## src/rtl/video_timing_gen.sv

```systemverilog
// Raster timing generator: lookahead/current pixel coordinates, syncs, visible flags and strobes.
// Optional frame counter output enabled by defining VIDEO_TIMING_FRAME_CNT_EN.
module video_timing_gen #(
  parameter int unsigned H_VISIBLE = 640,
  parameter int unsigned H_FP      = 16,
  parameter int unsigned H_SYNC    = 96,
  parameter int unsigned H_BP      = 48,
  parameter int unsigned V_VISIBLE = 480,
  parameter int unsigned V_FP      = 10,
  parameter int unsigned V_SYNC    = 2,
  parameter int unsigned V_BP      = 33,
  parameter int unsigned SYNC_POL  = 0
) (
  input  logic       pixel_clk,
  input  logic       reset_n,
  input  logic       enable,
  output logic [9:0] pixel_x,
  output logic [9:0] pixel_y,
  output logic [9:0] next_pixel_x,
  output logic [9:0] next_pixel_y,
  output logic       hsync,
  output logic       vsync,
  output logic       video_on,
  output logic       next_video_on,
  output logic       frame_start,
`ifdef VIDEO_TIMING_FRAME_CNT_EN
  output logic [15:0] frame_count,
`endif
  output logic       line_end
);

  localparam int unsigned CW       = 10;
  localparam int unsigned XW       = 11;
  localparam int unsigned H_TOTAL  = H_VISIBLE + H_FP + H_SYNC + H_BP;
  localparam int unsigned V_TOTAL  = V_VISIBLE + V_FP + V_SYNC + V_BP;
  localparam int unsigned HS_START = H_VISIBLE + H_FP;
  localparam int unsigned HS_END   = HS_START + H_SYNC;
  localparam int unsigned VS_START = V_VISIBLE + V_FP;
  localparam int unsigned VS_END   = VS_START + V_SYNC;
  localparam logic        SYNC_ON  = 1'(SYNC_POL);

  if (H_TOTAL > 1024) begin : g_h_total_chk
    $error("video_timing_gen: H_TOTAL exceeds 1024");
  end
  if (V_TOTAL > 1024) begin : g_v_total_chk
    $error("video_timing_gen: V_TOTAL exceeds 1024");
  end

  logic [CW-1:0] nx_q, nx_d, ny_q, ny_d;
  logic [CW-1:0] pixel_x_q, pixel_x_d, pixel_y_q, pixel_y_d;
  logic          hsync_q, hsync_d, vsync_q, vsync_d;
  logic          video_on_q, video_on_d, next_video_on_q, next_video_on_d;
  logic          frame_start_q, frame_start_d, line_end_q, line_end_d;
  logic          h_wrap_c, v_wrap_c, at_origin_c;
  logic [CW-1:0] nx_succ_c, ny_succ_c;
  logic [XW-1:0] nx_ext_c, ny_ext_c, nx_succ_ext_c, ny_succ_ext_c;

  // Successor of the lookahead pair, shared by the counter update and next_video_on
  always_comb begin
    h_wrap_c    = (nx_q == CW'(H_TOTAL - 1));
    v_wrap_c    = (ny_q == CW'(V_TOTAL - 1));
    at_origin_c = (nx_q == '0) && (ny_q == '0);
    nx_succ_c   = h_wrap_c ? '0 : nx_q + CW'(1);
    ny_succ_c   = ny_q;
    if (h_wrap_c) begin
      ny_succ_c = v_wrap_c ? '0 : ny_q + CW'(1);
    end
    nx_ext_c      = {1'b0, nx_q};
    ny_ext_c      = {1'b0, ny_q};
    nx_succ_ext_c = {1'b0, nx_succ_c};
    ny_succ_ext_c = {1'b0, ny_succ_c};
  end

  // Next-state decode; everything holds while enable is low
  always_comb begin
    nx_d            = nx_q;
    ny_d            = ny_q;
    pixel_x_d       = pixel_x_q;
    pixel_y_d       = pixel_y_q;
    hsync_d         = hsync_q;
    vsync_d         = vsync_q;
    video_on_d      = video_on_q;
    next_video_on_d = next_video_on_q;
    frame_start_d   = frame_start_q;
    line_end_d      = line_end_q;
    if (enable) begin
      nx_d            = nx_succ_c;
      ny_d            = ny_succ_c;
      pixel_x_d       = nx_q;
      pixel_y_d       = ny_q;
      hsync_d         = ((nx_ext_c >= XW'(HS_START)) && (nx_ext_c < XW'(HS_END))) ? SYNC_ON : ~SYNC_ON;
      vsync_d         = ((ny_ext_c >= XW'(VS_START)) && (ny_ext_c < XW'(VS_END))) ? SYNC_ON : ~SYNC_ON;
      video_on_d      = (nx_ext_c < XW'(H_VISIBLE)) && (ny_ext_c < XW'(V_VISIBLE));
      next_video_on_d = (nx_succ_ext_c < XW'(H_VISIBLE)) && (ny_succ_ext_c < XW'(V_VISIBLE));
      frame_start_d   = at_origin_c;
      line_end_d      = (nx_ext_c == XW'(H_VISIBLE - 1)) && (ny_ext_c < XW'(V_VISIBLE));
    end
  end

  always_ff @(posedge pixel_clk or negedge reset_n) begin
    if (!reset_n) begin
      nx_q            <= '0;
      ny_q            <= '0;
      pixel_x_q       <= CW'(H_TOTAL - 1);
      pixel_y_q       <= CW'(V_TOTAL - 1);
      hsync_q         <= ~SYNC_ON;
      vsync_q         <= ~SYNC_ON;
      video_on_q      <= 1'b0;
      next_video_on_q <= 1'b1;
      frame_start_q   <= 1'b0;
      line_end_q      <= 1'b0;
    end else begin
      nx_q            <= nx_d;
      ny_q            <= ny_d;
      pixel_x_q       <= pixel_x_d;
      pixel_y_q       <= pixel_y_d;
      hsync_q         <= hsync_d;
      vsync_q         <= vsync_d;
      video_on_q      <= video_on_d;
      next_video_on_q <= next_video_on_d;
      frame_start_q   <= frame_start_d;
      line_end_q      <= line_end_d;
    end
  end

`ifdef VIDEO_TIMING_FRAME_CNT_EN
  logic [15:0] frame_count_q, frame_count_d;
  logic        seen_frame_q, seen_frame_d;

  // The first frame after reset is frame 0, so only later frame starts count
  always_comb begin
    frame_count_d = frame_count_q;
    seen_frame_d  = seen_frame_q;
    if (enable && at_origin_c) begin
      seen_frame_d = 1'b1;
      if (seen_frame_q) begin
        frame_count_d = frame_count_q + 16'd1;
      end
    end
  end

  always_ff @(posedge pixel_clk or negedge reset_n) begin
    if (!reset_n) begin
      frame_count_q <= '0;
      seen_frame_q  <= 1'b0;
    end else begin
      frame_count_q <= frame_count_d;
      seen_frame_q  <= seen_frame_d;
    end
  end

  assign frame_count = frame_count_q;
`endif

  assign pixel_x       = pixel_x_q;
  assign pixel_y       = pixel_y_q;
  assign next_pixel_x  = nx_q;
  assign next_pixel_y  = ny_q;
  assign hsync         = hsync_q;
  assign vsync         = vsync_q;
  assign video_on      = video_on_q;
  assign next_video_on = next_video_on_q;
  assign frame_start   = frame_start_q;
  assign line_end      = line_end_q;

endmodule

```

## config.mk

```make
export PLATFORM = sky130hd
export DESIGN_NAME = video_timing_gen
export DESIGN_NICKNAME = d
export VERILOG_FILES = /design/src/rtl/video_timing_gen.sv
export SDC_FILE = /design/constraint.sdc
export NUM_CORES = 1
export LEC_CHECK = 0
export CELL_PAD_IN_SITES_DETAIL_PLACEMENT = 2
export CELL_PAD_IN_SITES_GLOBAL_PLACEMENT = 2
export CORE_MARGIN = 1
export CORE_UTILIZATION = 41
export CTS_BUF_LIST = sky130_fd_sc_hd__clkbuf_4
export DETAILED_ROUTE_END_ITERATION = 6
export DONT_BUFFER_PORTS = 1
export PLACE_DENSITY_LB_ADDON = 0.1
export REMOVE_ABC_BUFFERS = 1
export SYNTH_ARGS = -nofsm -noshare
export SYNTH_HDL_FRONTEND = slang
export SYNTH_SLANG_ARGS = --single-unit
```

## constraint.sdc

```tcl
create_clock -name pixel_clk -period 3.27 [get_ports pixel_clk]
set_input_delay 0.654 -clock pixel_clk [delete_from_list [all_inputs] [get_ports pixel_clk]]
set_output_delay 0.654 -clock pixel_clk [all_outputs]
set_load 0.02 [all_outputs]
```

# After elaboration in Yosys (flattened, before gate mapping)
# Index checks and enable logic that the tools add are counted.
# W data, S select, Z words.
[word_totals] register_bits=46 wordCells=36
[op_classes] addsub=2 order_cmp=8 n_eq_ne=3 muxes=5 n_reduce_logical=8
[ops] op="$eq A10 B10 Y1 const B" count=3
[ops] op="$lt A10 B10 Y1 const B" count=3
[ops] op="$lt A10 B9 Y1 const B" count=3
[ops] op="$mux W10" count=3
[ops] op="$add A10 B1 Y10 const B" count=2
[ops] op="$logic_not A10 Y1" count=2
[ops] op="$ge A10 B10 Y1 const B" count=1
[ops] op="$ge A10 B9 Y1 const B" count=1
[ops] op="$logic_and A1 B1 Y1" count=6
[ops] op="$mux W1" count=2

# Longest topological paths before layout
# Gate-level depths: netlist of run 1.
[logic_depth] word_depth=5 ltp_mapped=7 depth_no_buf=7

# Worst setup path before layout of run 1
# Ideal clock, no wire load.
[synth_path] kind="register -> register" start="register nx_q[5], in the netlist next_pixel_x[5]" end="register ny_q[9], in the netlist next_pixel_y[9]" setup_ps=66 arrival_time_ps=2429 required_time_ps=3204 path_slack_ps=775 path_stages_with_launch=8 n_path_buf=2 period_less_slack_ps=2495 cell_sequence="dfrtp_1 -> buf_6 -> or4b_4 -> or4_1 -> buf_2 -> or3_1 -> a22oi_2 -> mux2_1"
[synth_via] elab_chain_cells=2
[synth_rtl] element="start, declared" line_no="49" rtl="logic [CW-1:0] nx_q, nx_d, ny_q, ny_d;"
[synth_rtl] element="start signal, assigned" line_no="113" rtl="nx_q <= nx_d;"
[synth_rtl] element="$eq A10 B10 Y1" line_no="60" rtl="h_wrap_c = (nx_q == CW'(H_TOTAL - 1));"
[synth_rtl] element="$mux W10" line_no="65" rtl="if (h_wrap_c) begin"
[synth_rtl] element="end signal, assigned" line_no="114" rtl="ny_q <= ny_d;"
[synth_rtl] element="end, declared" line_no="49"
# No other way between the ends.
# A chain may end at the register's enable or synchronous reset.

# Worst setup path after layout of run 1
[layout_path] start="register ny_q[0], in the netlist next_pixel_y[0]" end="register next_video_on_q, in the netlist next_video_on"
[layout_via] elab_chain_cells=5 word_cells_on_any_way=6 classes_between="1 x add/sub; 1 x order compare; 1 x eq/ne; 2 x mux; 1 x reduce/logical"
[layout_rtl] element="$add A10 B1 Y10 / $eq A10 B10 Y1 (equally long branches)" line_no="66, 61"
[layout_rtl] element="$mux W10" line_no="66" rtl="ny_succ_c = v_wrap_c ? '0 : ny_q + CW'(1);"
[layout_rtl] element="$mux W10 (*)" line_no="65"
[layout_rtl] element="$lt A10 B9 Y1 (*)" line_no="94" rtl="next_video_on_d = (nx_succ_ext_c < XW'(H_VISIBLE)) && (ny_succ_ext_c < XW'(V_VISIBLE));"
[layout_rtl] element="$logic_and A1 B1 Y1 (*)" line_no="94"
[layout_rtl] element="end signal, assigned" line_no="120" rtl="next_video_on_q <= next_video_on_d;"
[layout_rtl] element="end, declared" line_no="52" rtl="logic video_on_q, video_on_d, next_video_on_q, next_video_on_d;"
# Every way passes the cells marked *; elsewhere a longest branch is shown, timed or not.

==> out/results.ini, run 1 <==
[status]
outcome=finished clean

[yosys]
synthFlopType=sky130_fd_sc_hd__dfrtp_1
synth-simple-area-share=0.1743
synth.ff_latch_count=46
async_flop_share=1.000
synth.area.mux_share=0.09928
synth_sequential_area_ratio=0.5146
edff_count_synth=0
yosys_warnings=0
synth_top_family_by_area=simple AND/OR/NAND/NOR gates
synth.avg_cell_area_um2=10.50
synthDistinctLibCells=41
post_synth_xor_area_fraction=0.03861
synth_fa_ha_area_frac=0.02758
postSynthCellCount=216
combined_area_of_all_synthesized_cells_mm2=0.002268
synth-compound-area-share=0.09046

[power]
total_power_mw=1.251
leakage_nw=0.9635
power.density_mw_per_mm2=531.3
vdd_drop_max_uv=413.6
power.share.switching=0.3428
combPwrFrac=0.123
pwr-share-seq=0.662
p_sw_mw=0.4286
clkPwrFrac=0.215
p_int_mw=0.8219

[clock_tree]
worstSkewPairLatency_ns=0.36
clk_transition_reported_paths_ns=0.13
clock_path_buffers=2
cts_resized=0
clk_root_buffer_cell=sky130_fd_sc_hd__clkbuf_4
cts.sinks=46
clock_tree.htree_level_count=2
tritoncts=built
cts_inserted_buffers=5

[route]
avgRoutedWirePerCell_um=20.82
antenna_violating_nets_post_route=0
first_drt_pass_iteration_count=4
dr.first_iter.drc_count=89
finalWirelength_um=5745
post-route-drc-count=0
route.vias.total=1652
routed_via_density=5.986

[die]
die_width_um=76.38
start_util=0.4358
placeable_core_area_mm2=0.005205
std_cell_rows=26
top_level_ports=49
design.die.area_mm2=0.005834
floorplan.die.height_um=76.38

[timing]
post-route-period-util=0.8432
grt_setup_unrepaired=no
worst_clock_skew_ns=0.003566
totalNegativeSetupSlack_ns=0
report.final.slew_viol_count=0
timing.fmax_mhz=362.7
holdWs_ns=0.1044
period_needed_ns=2.757
maxSlewHeadroom=0.4868
setup_viol_count_final=0
max_slew.worst_pin.slew_ns=0.7628
final_setup_slack_of_the_worst_path_ns=0.5127
finalHoldViolations=0

[job]
cap_viol_max_count=0

[place]
placement.cell_area_mm2=0.002280
gp_congestion=0.7740
placement.io_buffers=0
place_ws_ns=0.5440
place.detailed.hpwl_um=3881

[worst_setup_path]
worst_path_max_delay_cell=sky130_fd_sc_hd__nor4_1
worstReg2RegStart=next_pixel_y[0]
critical_path.cell_chain=inv_1 -> ha_1 -> or4b_2 -> nor4_1 -> a22oi_2 -> o41ai_1
critPathKind=reg2reg
timing.critical_path.fanout_max=8
cp.required_ns=3.54
worstSetupStartpointType=register
cp.buffers_inverters=1
critical-path-max-stage-delay_ns=0.63
worstRegToRegCells=6
reg2reg_setup_slack_ns=0.51
regToRegEndpoint=next_video_on
cp-end-kind=register
timing.critical_path.max_delay_family=simple AND/OR/NAND/NOR gates
cp_data_arrival_time_ns=3.03

[layout]
mostFrequentLayoutCells=33 x sky130_fd_sc_hd__dfrtp_1, 19 x sky130_fd_sc_hd__mux2_2, 18 x sky130_fd_sc_hd__nand2_1
synthToLayoutAreaGrowth_pct=3.751
layout.cells.most_common=sky130_fd_sc_hd__dfrtp_1
nNetsFinal=213
post_route_cells_drive_above_1_share=0.2184
antennaDiodeCount=0
fin_area_mm2=0.002354

[global_route]
wire_length_of_the_first_global_routing_pass_um=9673
grt_start_max_net_pins=49
first_global_vias=1801
grt_antenna_before_repair=0
global_route.overflow_total=0
grt_util_all_layers=0.2151

[min_path]
worstHoldPathType=in2async

==> sequential cells by signal, summed over array words and instances, names as in the netlist <==
signal and count:
next_pixel_y 10, video_on 1, vsync 1, next_video_on 1, pixel_y 10, next_pixel_x 10
pixel_x 10, frame_start 1, line_end 1, hsync 1
==> layout make-up <==
| type | count | area [µm²] |
|---|---|---|
| sequential | 46 | 1167 |
| timing repair buffer | 3 | 35.03 |
| clock inverter | 2 | 8.758 |
| fill | 552 | 2851 |
| clock buffer | 6 | 45.04 |
| tap | 70 | 87.58 |
| multi-input combinational | 140 | 975.9 |
| inverter | 9 | 33.78 |
==> Yosys cell counts (2+ instances only) <==
| cell | count | share of area |
|---|---|---|
| sky130_fd_sc_hd__o31ai_1 | 3 | 0.0099 |
| sky130_fd_sc_hd__o2111ai_1 | 2 | 0.0077 |
| sky130_fd_sc_hd__or3_1 | 4 | 0.011 |
| sky130_fd_sc_hd__nand4_1 | 11 | 0.030 |
| sky130_fd_sc_hd__nor2_1 | 11 | 0.018 |
| sky130_fd_sc_hd__xnor2_1 | 6 | 0.023 |
| sky130_fd_sc_hd__dfstp_2 | 13 | 0.15 |
| sky130_fd_sc_hd__mux2_2 | 19 | 0.094 |
| sky130_fd_sc_hd__nor4b_1 | 2 | 0.0077 |
| sky130_fd_sc_hd__nor3_1 | 6 | 0.013 |
| sky130_fd_sc_hd__dfrtp_1 | 33 | 0.36 |
| sky130_fd_sc_hd__clkbuf_1 | 15 | 0.025 |
| sky130_fd_sc_hd__buf_2 | 3 | 0.0066 |
| sky130_fd_sc_hd__xor2_1 | 4 | 0.015 |
| sky130_fd_sc_hd__and3_1 | 4 | 0.011 |
| sky130_fd_sc_hd__ha_1 | 5 | 0.028 |
| sky130_fd_sc_hd__o21ai_0 | 15 | 0.033 |
| sky130_fd_sc_hd__o211ai_1 | 2 | 0.0066 |
| sky130_fd_sc_hd__nand3_1 | 8 | 0.018 |
| sky130_fd_sc_hd__inv_1 | 9 | 0.015 |
| sky130_fd_sc_hd__nand2_1 | 18 | 0.030 |
| sky130_fd_sc_hd__nor4_1 | 4 | 0.011 |
==> power groups by stage <==
stage	Sequential (mW)	Combinational (mW)	Clock, mW
after global placement	0.837	0.136	0
after global routing	0.843	0.175	0.299
after detailed placement	0.840	0.146	0
final	0.828	0.153	0.269
after floorplan	0.808	0.116	0
after CTS	0.831	0.158	0.282
==> worst max path at each step <==
stage                    start            end  slack (ns)  cells after the start
3_5_place_dp   next_pixel_y[0]  next_video_on        0.54                      6
4_1_cts        next_pixel_y[0]  next_video_on        0.53                      6
5_1_grt        next_pixel_y[0]  next_video_on        0.35                      6
6_report       next_pixel_y[0]  next_video_on        0.51                      6
3_3_place_gp   next_pixel_y[0]  next_video_on        0.72                      6
2_1_floorplan  next_pixel_y[0]  next_video_on        0.85                      6
==> through the flow <==
stage / std cells / util
after detailed placement: 267 / 0.4380
after global placement: 267 / 0.4380
after global routing: 276 / 0.4522
after floorplan: 195 / -
after CTS: 276 / 0.4522
final: 276 / 0.4522
==> what timing repair did <==
action,CTS,global route
hold endpoints to repair,33,0
buffers inserted,0,0
hold buffers,1,0
==> cells by family after synthesis <==
group / after synthesis
AND/OR/NAND/NOR: 74
adder cells (fa/ha/maj): 5
multiplexers: 20
XOR/XNOR: 10
buffers and inverters: 30
flip-flops: 46
AO/OA/AOI/OAI: 31
==> worst register-to-register path, delay by kind of cell (launching register included) <==
kind | cells | cell delay, ns
compound gates | 2 | 0.55
fa+ha+maj | 1 | 0.17
buf+inv | 1 | 0.15
flops | 1 | 0.55
simple gates | 2 | 1.25
==> metal layers <==
layer / global-route usage / routed length, µm / part of all wire
met5: 0 / 0 / 0
met3: 0.05749 / 299 / 0.052
met1: 0.2614 / 2474 / 0.43
met2: 0.3676 / 2884 / 0.50
met4: 0.07308 / 87 / 0.015
(Power assumes the default switching activity.)
==> inputs of run 2 (changes only) <==
--- a/config.mk
+++ b/config.mk
@@ -5,10 +5,11 @@
 export SDC_FILE = /design/constraint.sdc
 export NUM_CORES = 1
 export LEC_CHECK = 0
+export ABC_AREA = 1
 export CELL_PAD_IN_SITES_DETAIL_PLACEMENT = 2
 export CELL_PAD_IN_SITES_GLOBAL_PLACEMENT = 2
 export CORE_MARGIN = 1
-export CORE_UTILIZATION = 41
+export CORE_UTILIZATION = 38
 export CTS_BUF_LIST = sky130_fd_sc_hd__clkbuf_4
 export DETAILED_ROUTE_END_ITERATION = 6
 export DONT_BUFFER_PORTS = 1
==> constraint.sdc (replaced) <==
create_clock -name pixel_clk -period 2.8 [get_ports pixel_clk]
set_input_delay 0.56 -clock pixel_clk [delete_from_list [all_inputs] [get_ports pixel_clk]]
set_output_delay 0.56 -clock pixel_clk [all_outputs]
set_load 0.02 [all_outputs]
==> out/results.ini, run 2 <==
[clock_tree]
clock_tree.htree_level_count=2  ; unchanged
worstSkewPairLatency_ns=0.38  ; +0.02 ns
tritoncts=built
cts-hold-fix-buffers=1  ; unchanged
clock_path_buffers=2  ; unchanged
cts_inserted_buffers=5  ; unchanged
postCtsSetupBuffers=0  ; unchanged
cts_resized=0  ; unchanged
clk_root_buffer_cell=sky130_fd_sc_hd__clkbuf_4
clk_transition_reported_paths_ns=0.16  ; +0.03 ns
cts.sinks=46  ; unchanged

[yosys]
synth.avg_cell_area_um2=8.084  ; -23%
synth_top_cell_area_share=0.3463  ; -0.01776
postSynthCellCount=295  ; +37%
synth.ff_latch_count=46  ; unchanged
synthDistinctLibCells=31  ; -24%
yosysMostFrequentCell=sky130_fd_sc_hd__nand2_1
synth_sequential_area_ratio=0.4895  ; -0.02511
synth_top_cells_by_count=78 x sky130_fd_sc_hd__nand2_1, 35 x sky130_fd_sc_hd__o21ai_0, 33 x sky130_fd_sc_hd__dfrtp_1
synth_area_leaders=sky130_fd_sc_hd__dfrtp_1 35%, sky130_fd_sc_hd__dfstp_2 14%, sky130_fd_sc_hd__nand2_1 12%
async_flop_share=1.000  ; unchanged
edff_count_synth=0  ; unchanged
synth_top_cell_by_area=sky130_fd_sc_hd__dfrtp_1
yosys_warnings=0  ; unchanged
synthFlopType=sky130_fd_sc_hd__dfrtp_1
combined_area_of_all_synthesized_cells_mm2=0.002385  ; +5.1%

[global_route]
grt_util_all_layers=0.2303  ; +0.01518
grt_start_max_net_pins=45  ; -8.2%
global_route.overflow_total=0  ; unchanged
grt_antenna_before_repair=0  ; unchanged
first_global_vias=2114  ; +17%
wire_length_of_the_first_global_routing_pass_um=11160  ; +15%

[die]
placeable_core_area_mm2=0.005991  ; +15%
floorplan.die.height_um=81.22  ; +6.3%
design.die.area_mm2=0.006597  ; +13%
start_util=0.3981  ; -0.03774
die_width_um=81.22  ; +6.3%
std_cell_rows=28  ; +7.7%
top_level_ports=49  ; unchanged

[worst_setup_path]
timing.critical_path.fanout_max=5  ; -3
setup.worst_path.end=next_video_on
cp-end-kind=register
worstRegToRegCells=10  ; +4
critPathKind=reg2reg
cp_data_arrival_time_ns=2.23  ; -0.80 ns
worstSetupStartpoint=next_pixel_x[1]
regToRegEndpoint=next_video_on
worstSetupStartpointType=register
cp.required_ns=3.10  ; -0.44 ns
worstReg2RegStart=next_pixel_x[1]
reg2reg_setup_slack_ns=0.88  ; +0.37 ns

[timing]
post-route-period-util=0.6861  ; -0.1571
report.final.slew_viol_count=0  ; unchanged
period_needed_ns=1.921  ; -0.8362 ns
timing.fmax_mhz=520.5  ; +44%
setup_viol_count_final=0  ; unchanged
max_slew.worst_pin.slew_ns=0.6506  ; -0.1122 ns
worst_clock_skew_ns=0.02542  ; +0.02185 ns
maxSlewHeadroom=0.5629  ; +0.07615
totalNegativeSetupSlack_ns=0  ; unchanged
finalHoldViolations=0  ; unchanged
grt_setup_unrepaired=no
final_setup_slack_of_the_worst_path_ns=0.8789  ; +0.3662 ns

[place]
placement.io_buffers=0  ; unchanged
place.detailed.hpwl_um=5007  ; +29%
placement.cell_area_mm2=0.002452  ; +7.6%
gp_congestion=0.7532  ; -2.7%
place_ws_ns=0.9162  ; +0.3721 ns

[power]
leakage_nw=1.185  ; +23%
vdd_drop_max_uv=343.1  ; -17%
power.density_mw_per_mm2=738.5  ; +39%

[route]
avgRoutedWirePerCell_um=18.69  ; -10%
antenna_violating_nets_post_route=0  ; unchanged
first_drt_pass_iteration_count=4  ; unchanged
routed_via_density=5.346  ; -11%
route.vias.total=1978  ; +20%
dr.first_iter.drc_count=89  ; unchanged
finalWirelength_um=6915  ; +20%
post-route-drc-count=0  ; unchanged

[layout]
fin_area_mm2=0.002567  ; +9.1%
synthToLayoutAreaGrowth_pct=7.660
layout.cells.most_common=sky130_fd_sc_hd__nand2_1
antennaDiodeCount=0  ; unchanged
mostFrequentLayoutCells=78 x sky130_fd_sc_hd__nand2_1, 35 x sky130_fd_sc_hd__o21ai_0, 33 x sky130_fd_sc_hd__dfrtp_1
post_route_cells_drive_above_1_share=0.1390  ; -0.07946
number_of_fill_cells_in_the_layout=706  ; +28%
nNetsFinal=302  ; +42%

[job]
cap_viol_max_count=0  ; unchanged

[min_path]
worstHoldPathType=in2reg
hold_path.startpoint=enable

[status]
outcome=finished clean

[run 2: changes by cell type in the layout (fill, tap and decap cells not counted), moves of 6 or more]
cell	delta
sky130_fd_sc_hd__nand2_1	+60
sky130_fd_sc_hd__inv_1	+21
sky130_fd_sc_hd__o21ai_0	+20
sky130_fd_sc_hd__mux2_2	-19
sky130_fd_sc_hd__nor2_1	+15
sky130_fd_sc_hd__nand3_1	+13
sky130_fd_sc_hd__nand4_1	-7
sky130_fd_sc_hd__xnor2_1	-6
[run 2: report_power, final]
part | internal [mW] | switching, mW | total [mW]
clock network | 0.185 | 0.225 | 0.410
logic | 0.116 | 0.240 | 0.357
registers | 0.807 | 0.322 | 1.13
total | 1.11 | 0.787 | 1.90
[run 2: area by class of cell]
| cell class | count | area (µm²) | area share |
|---|---|---|---|
| timing repair buffer | 3 | 57.56 | 0.02242 |
| clock buffer | 5 | 37.54 | 0.01462 |
| sequential | 46 | 1167 | 0.4547 |
| multi-input combinational | 203 | 1040 | 0.4050 |
| inverter | 35 | 131.4 | 0.05117 |
| tap | 75 | 93.84 | 0.03655 |
| clock inverter | 3 | 40.04 | 0.01559 |
[run 2: through the flow]
step | std cells | total power, mW | hold WS (ns) | utilization
after floorplan | 284 | 1.345 | 0.2644 | -
after global placement | 360 | 1.454 | 0.2658 | 0.4094
after detailed placement | 360 | 1.488 | 0.2658 | 0.4094
after CTS | 369 | 1.922 | 0.002238 | 0.4269
after global routing | 370 | 2.024 | 0.2251 | 0.4286
final | 370 | 1.896 | 0.2440 | 0.4286
[run 2: worst min-delay path by stage]
stage / endpoint / slack (ns) / cells past startpoint
2_1_floorplan: frame_start / 0.26 / 0
3_3_place_gp: next_pixel_x[3] / 0.27 / 0
3_5_place_dp: next_pixel_x[3] / 0.27 / 0
4_1_cts: next_pixel_x[4] / 0.002 / 1
5_1_grt: hsync / 0.23 / 1
6_report: hsync / 0.24 / 1
[run 2: per-layer routing]
layer,GRT usage,wire length (µm),up-vias
li1,-,-,947
met1,0.2739,3130,987
met2,0.4101,3412,38
met3,0.05843,298,6
met4,0.05893,74,0
met5,0,0,-
[run 2: worst max-delay path: stages, from the launching register on]
cell and delay (ns):
sky130_fd_sc_hd__dfrtp_1 0.56, sky130_fd_sc_hd__ha_1 0.27, sky130_fd_sc_hd__nand2_1 0.08, sky130_fd_sc_hd__nor2_2 0.19, sky130_fd_sc_hd__nand4_1 0.24, sky130_fd_sc_hd__nand2_1 0.13
sky130_fd_sc_hd__nand2_1 0.09, sky130_fd_sc_hd__nor2_1 0.11, sky130_fd_sc_hd__nand2_1 0.07, sky130_fd_sc_hd__nand3_2 0.05, sky130_fd_sc_hd__nand2_1 0.05
[run 2: logic make-up after synthesis]
family                   after synthesis  synth area share
AND/OR/NAND/NOR                      148            0.2859
AO/OA/AOI/OAI                         47            0.1128
buffers and inverters                 46           0.07450
flip-flops                            46            0.4895
adder cells (fa/ha/maj)                5           0.02623
XOR/XNOR                               3           0.01102
